## src/rtl/arbiter.sv

```systemverilog
// Two-port (fetch/data) arbiter onto a single-port block memory with round-robin tie-break.
// Latency: request at cycle N -> memory issue at N+1 -> port ready at N+2 (minimum).
// Backpressure: one pending slot per port; a valid pulse on a busy, non-completing port is dropped.
module arbiter #(
  parameter bit INIT_DPRIO = 1'b1
) (
  input  logic        clk,
  input  logic        rst,
  // instruction fetch port
  input  logic        imem_valid,
  input  logic [31:0] imem_addr,
  output logic [31:0] imem_rdata,
  output logic        imem_ready,
  // data load/store port
  input  logic        dmem_valid,
  input  logic [31:0] dmem_addr,
  input  logic [31:0] dmem_wdata,
  input  logic [3:0]  dmem_wstrb,
  output logic [31:0] dmem_rdata,
  output logic        dmem_ready,
  // single-port memory side
  output logic        bram_valid,
  output logic        bram_instr,
  output logic [31:0] bram_addr,
  output logic [31:0] bram_wdata,
  output logic [3:0]  bram_wstrb,
  input  logic [31:0] bram_rdata,
  input  logic        bram_ready
);

  typedef enum logic [1:0] {IDLE, ISSUE, WAIT} state_t;

  state_t      state_q;
  logic        owner_d_q;   // 1: dmem owns the current memory access
  logic        prio_d_q;    // 1: dmem wins the next tie
  logic        bram_valid_q, bram_instr_q;
  logic [31:0] bram_addr_q, bram_wdata_q;
  logic [3:0]  bram_wstrb_q;

  logic        pend_i_q, pend_i_d;
  logic        pend_d_q, pend_d_d;
  logic [31:0] iaddr_q, iaddr_d;
  logic [31:0] daddr_q, daddr_d;
  logic [31:0] dwdata_q, dwdata_d;
  logic [3:0]  dwstrb_q, dwstrb_d;

  logic done, i_done, d_done, i_acc, d_acc, go, sel_d;

  // Completion, acceptance (set wins over clear) and next grant decision
  always_comb begin
    done     = (state_q == WAIT) && bram_ready;
    i_done   = done && !owner_d_q;
    d_done   = done && owner_d_q;
    i_acc    = imem_valid && (!pend_i_q || i_done);
    d_acc    = dmem_valid && (!pend_d_q || d_done);
    pend_i_d = i_acc || (pend_i_q && !i_done);
    pend_d_d = d_acc || (pend_d_q && !d_done);
    iaddr_d  = i_acc ? imem_addr  : iaddr_q;
    daddr_d  = d_acc ? dmem_addr  : daddr_q;
    dwdata_d = d_acc ? dmem_wdata : dwdata_q;
    dwstrb_d = d_acc ? dmem_wstrb : dwstrb_q;
    // Issue straight from the next-state pending view so a request never waits an extra cycle
    go       = ((state_q == IDLE) || done) && (pend_i_d || pend_d_d);
    sel_d    = pend_d_d && (!pend_i_d || prio_d_q);
  end

  // Per-port pending request registers
  always_ff @(posedge clk or posedge rst) begin
    if (rst) begin
      pend_i_q <= 1'b0;
      pend_d_q <= 1'b0;
      iaddr_q  <= '0;
      daddr_q  <= '0;
      dwdata_q <= '0;
      dwstrb_q <= '0;
    end else begin
      pend_i_q <= pend_i_d;
      pend_d_q <= pend_d_d;
      iaddr_q  <= iaddr_d;
      daddr_q  <= daddr_d;
      dwdata_q <= dwdata_d;
      dwstrb_q <= dwstrb_d;
    end
  end

  // Grant FSM with registered memory-side outputs
  always_ff @(posedge clk or posedge rst) begin
    if (rst) begin
      state_q      <= IDLE;
      owner_d_q    <= 1'b0;
      prio_d_q     <= INIT_DPRIO;
      bram_valid_q <= 1'b0;
      bram_instr_q <= 1'b0;
      bram_addr_q  <= '0;
      bram_wdata_q <= '0;
      bram_wstrb_q <= '0;
    end else begin
      bram_valid_q <= 1'b0;
      case (state_q)
        IDLE, WAIT: begin
          if (go) begin
            state_q      <= ISSUE;
            bram_valid_q <= 1'b1;
            owner_d_q    <= sel_d;
            prio_d_q     <= !sel_d;
            bram_instr_q <= !sel_d;
            bram_addr_q  <= sel_d ? daddr_d  : iaddr_d;
            bram_wdata_q <= sel_d ? dwdata_d : 32'h0;
            bram_wstrb_q <= sel_d ? dwstrb_d : 4'h0;
          end else if (done) begin
            state_q <= IDLE;
          end
        end
        ISSUE:   state_q <= WAIT;
        default: state_q <= IDLE;
      endcase
    end
  end

  assign bram_valid = bram_valid_q;
  assign bram_instr = bram_instr_q;
  assign bram_addr  = bram_addr_q;
  assign bram_wdata = bram_wdata_q;
  assign bram_wstrb = bram_wstrb_q;

  assign imem_ready = i_done;
  assign dmem_ready = d_done;
  assign imem_rdata = bram_rdata;
  assign dmem_rdata = bram_rdata;

endmodule

```

## config.mk

```make
export PLATFORM = sky130hd
export DESIGN_NAME = arbiter
export DESIGN_NICKNAME = d
export VERILOG_FILES = /design/src/rtl/arbiter.sv
export SDC_FILE = /design/constraint.sdc
export NUM_CORES = 1
export LEC_CHECK = 0
export CORE_ASPECT_RATIO = 0.5
export CORE_MARGIN = 2
export CORE_UTILIZATION = 23
export DETAILED_ROUTE_END_ITERATION = 7
export PLACE_DENSITY = 0.54
export SYNTH_ARGS = -nofsm -noshare
export SYNTH_HDL_FRONTEND = slang
export SYNTH_SLANG_ARGS = --single-unit
export TNS_END_PERCENT = 5
```

## constraint.sdc

```tcl
create_clock -name clk -period 7.5 [get_ports clk]
set_input_delay 1.125 -clock clk [delete_from_list [all_inputs] [get_ports clk]]
set_output_delay 1.125 -clock clk [all_outputs]
set_load 0.005 [all_outputs]
```

After elaboration in Yosys (flattened, before gate mapping)
Index checks and enable logic that the tools add are counted.
{"block": "word_totals", "wordCells": 55, "inputBits": 137, "output_inout_bits": 136, "ff_bits": 176}
{"block": "classes", "eq_ne": 3, "n_mux": 12, "n_reduce_logical": 26}
{"operator": "2-to-1 mux 32 bit", "count": 5}
{"operator": "logical AND 1 bit", "count": 9}
{"operator": "2-to-1 mux 4 bit", "count": 2}
{"operator": "logical NOT 1 bit", "count": 7}
{"operator": "logical OR 1 bit", "count": 7}
{"operator": "2-to-1 mux 2 bit", "count": 2}
{"operator": "case mux 2 bit (2 select lines)", "count": 1}
{"operator": "!= test 3 bit, second input constant", "count": 1}
{"operator": "equality test 2 x 1 -> 1 bit, second input constant", "count": 1}
{"operator": "equality test 2 bit, second input constant", "count": 1}
{"operator": "logical NOT 2 bit", "count": 1}
{"operator": "2-to-1 mux 1 bit", "count": 2}
{"operator": "AND reduction 2 bit", "count": 1}
{"operator": "OR reduction 2 bit", "count": 1}

Logic depth before layout (Yosys ltp)
{"block": "logic_depth", "depth_word": 10, "mapped_depth": 8, "mapped_depth_nobuf": 6}

Worst setup path after synthesis
Ideal clock, no wire load.
{"block": "synth_path", "path_type": "input to output", "startpoint": "input bram_ready", "endpoint": "output imem_ready", "path_stages": 4, "required_ns": 6.375, "path_buffers": 2, "path_slack_ns": 4.701, "arrival_time_ns": 1.674, "cell_sequence": "nand4bb_1 buf_2 inv_1 buf_2"}
{"block": "synth_via", "elab_chain_len": 2}
{"item": "from (decl)", "line_no": "28", "text": "input logic bram_ready"}
{"item": "logical AND 1 bit", "line_no": "51", "text": "done = (state_q == WAIT) && bram_ready;"}
{"item": "logical AND 1 bit", "line_no": "52", "text": "i_done = done && !owner_d_q;"}
{"item": "to (decl)", "line_no": "13", "text": "output logic imem_ready,"}
No other way between the ends.

Final worst setup path
Ends and elaborated chain as after synthesis.

==> results.cfg <==
[job]
maxCapViolCount = 0

[die]
dieArea_um2 = 37300
die_w_um = 271
die_y_um = 138
coreArea_um2 = 34800
io_pins = 273
start_util_pct = 23.6
fp-row-count = 48

[drt]
finalWirelength_um = 20600
route.detailed.drc = 0
vias = 5596
first_pass_iters = 4
wl_per_cell_um = 15.6
drt_iter0_drc = 331
antenna_left = 0
via_per_inst = 4.25

[clock_tree]
clk_pin_slew_ns = 0.07
clockBufferDepth = 2
cts_htree_levels = 4
clock_latency_ns = 0.44
cts_made_buffers = 17
tritoncts = built
post_cts_buffers = 0
postCtsHoldBufs = 0
numClockSinks = 176
ctsResizeCount = 0
cts_root_buf = clkbuf_16

[worst_setup_path]
endpoint_kind = output pin
critPathMaxFanout = 34
r2r_cells = 6
worstSetupPathType = input port to output pin
cp-start-kind = input port
required_ns = 6.38
cp.arrival_ns = 2.66

[timing]
slew_violations = 0
hold_ws_ns = 0.484
worst_pin_slew_ns = 1.13
fin_ws_ns = 3.71
setup_viol = 0
period_share_pct = 50.5
hold_viol = 0
clock_skew_ns = 0.0124
min_period_ns = 3.79
tns_ns = 0
timing.slew.headroom_pct = 24.7
rsz0062_at_grt = no
fmax_ghz = 0.264

[synthesis]
synth_top_cell_area_share_pct = 53.4
synth-seq-area-share_pct = 53.7
syn-cell-area_um2 = 8200
ys_seq_elements = 176
synth.distinct_cells = 34
synth_top_cell_by_area = dfrtp_1
synth_area_leaders = dfrtp_1 (53%), buf_4 (6.4%), inv_1 (4.6%), mux2i_1 (4.0%), a22o_1 (3.8%)
synth_cells = 740
synth.avg_cell_area_um2 = 11.1
synth-warning-count = 0
syn_nets = 877

[outcome]
status = finished, final reports clean

[layout]
n_antenna_cell = 0
layout.nets = 967
fillers = 3543
drive_gt1_share_pct = 12.0
regArea_um2 = 4410
post-route-util_pct = 30.0
postLayoutCellArea_um2 = 10400
syn_to_final_growth_pct = 27.1
fin_cells = 1318
multiInputGateArea_um2 = 2590

[global_route]
antenna_found_initial = 0
grt_max_degree = 110
track_usage_pct = 11.2
grt.overflow.total = 0
grt_pass1_vias = 5801
grt_pass1_wl_um = 32600

[placement]
place_congestion = 0.712
placed_cells = 1286
pre_cts_slack_ns = 3.34
io_buffers = 176
dp_hpwl_um = 13800
dpl_cell_area_um2 = 9830

[worst_hold_path]
min_path_type = flop to flop
whs_path_depth = 2

[power_and_ir_drop]
power.density_nw_per_um2 = 382
vdd.ir_drop.worst_mv = 0.114
p_leak_nw = 4.91
fin_total_pwr_mw = 3.98
routing by layer:
metal	global-route usage (%)	vias to the layer above	wire length [um]
li1	-	2665	-
met1	13.6	2833	8680
met2	19.8	71	10900
met3	2.65	27	580
met4	3.65	0	371
met5	0	-	0
final timing paths:
kind                                  start            end  slack, ns
worst max-delay path             bram_ready     imem_ready       3.71
worst min-delay path            daddr_q[10]    daddr_q[10]       0.48
worst max register to register     pend_i_q  bram_addr[26]       4.31
worst min register to register  daddr_q[10]    daddr_q[10]       0.48
max in group asynchronous               rst  bram_wdata[2]       4.71
min in group asynchronous               rst    daddr_q[21]       1.28
synthesized netlist by cell type:
master,n
dfstp_2,1
o21ai_4,2
o221ai_1,31
o211a_1,1
inv_1,100
mux2_2,12
buf_8,1
dfrtp_1,175
nand3_1,1
buf_2,19
mux2i_1,33
o21bai_4,1
nor2b_1,1
nand4bb_1,1
nand2b_1,1
a22o_1,36
a21oi_1,32
mux2_1,24
o221ai_2,1
buf_12,3
buf_4,70
buf_1,4
o2111ai_1,32
a21oi_4,1
nand2_1,65
a2bb2oi_2,1
o211ai_1,1
or2_2,32
buf_6,6
o22ai_1,32
and4b_1,1
clkbuf_1,14
o21a_1,3
inv_2,2
critical path, cell delays in order:
cell and delay [ns]:
clkdlybuf4s50_1 0.52, nand4bb_2 0.11, buf_4 0.26, inv_1 0.13, clkdlybuf4s50_1 0.51
power breakdown:
part	leakage [nW]	switching (mW)	internal [mW]	total (mW)
Combinational	2.56	0.748	0.777	1.52
Clock	0.285	0.398	0.507	0.905
Sequential	2.06	0.186	1.36	1.55
state kept, by name, indices dropped and copies added (netlist names):
signal      cells
pend_i_q        1
pend_d_q        1
bram_instr      1
state_q         2
dwdata_q       32
bram_addr      32
prio_d_q        1
iaddr_q        32
bram_wdata     32
owner_d_q       1
bram_valid      1
bram_wstrb      4
daddr_q        32
dwstrb_q        4
cell type report:
class,count,share of cell area [%]
flip-flops and latches,176,42.3
multi-input cells,345,24.9
repair buffers,188,17.7
well taps,475,5.70
clock buffers,19,4.25
inverters,102,3.72
clock inverters,13,1.49
layout by cell type (no fill, tap or decap), types with 31 or more instances in the layout:
master,instances
o2111ai_1,32
o22ai_1,32
inv_1,99
or2_2,32
dfrtp_1,174
mux2i_1,33
a22o_1,36
clkdlybuf4s50_1,175
nand2_1,65
o221ai_1,31
a21oi_1,32
cells by family (layout without fill, tap and decap cells):
family                 count (synthesis)  in the layout  share of synthesized area (%)
muxes                                 69             69                           8.97
and+or+nand+nor                      102            102                           5.89
AOI/OAI and AO/OA                    174            174                           16.6
DFF                                  176            176                           53.7
buffers and inverters                219            322                           14.8
No activity file was read; power rests on OpenSTA's default activity.
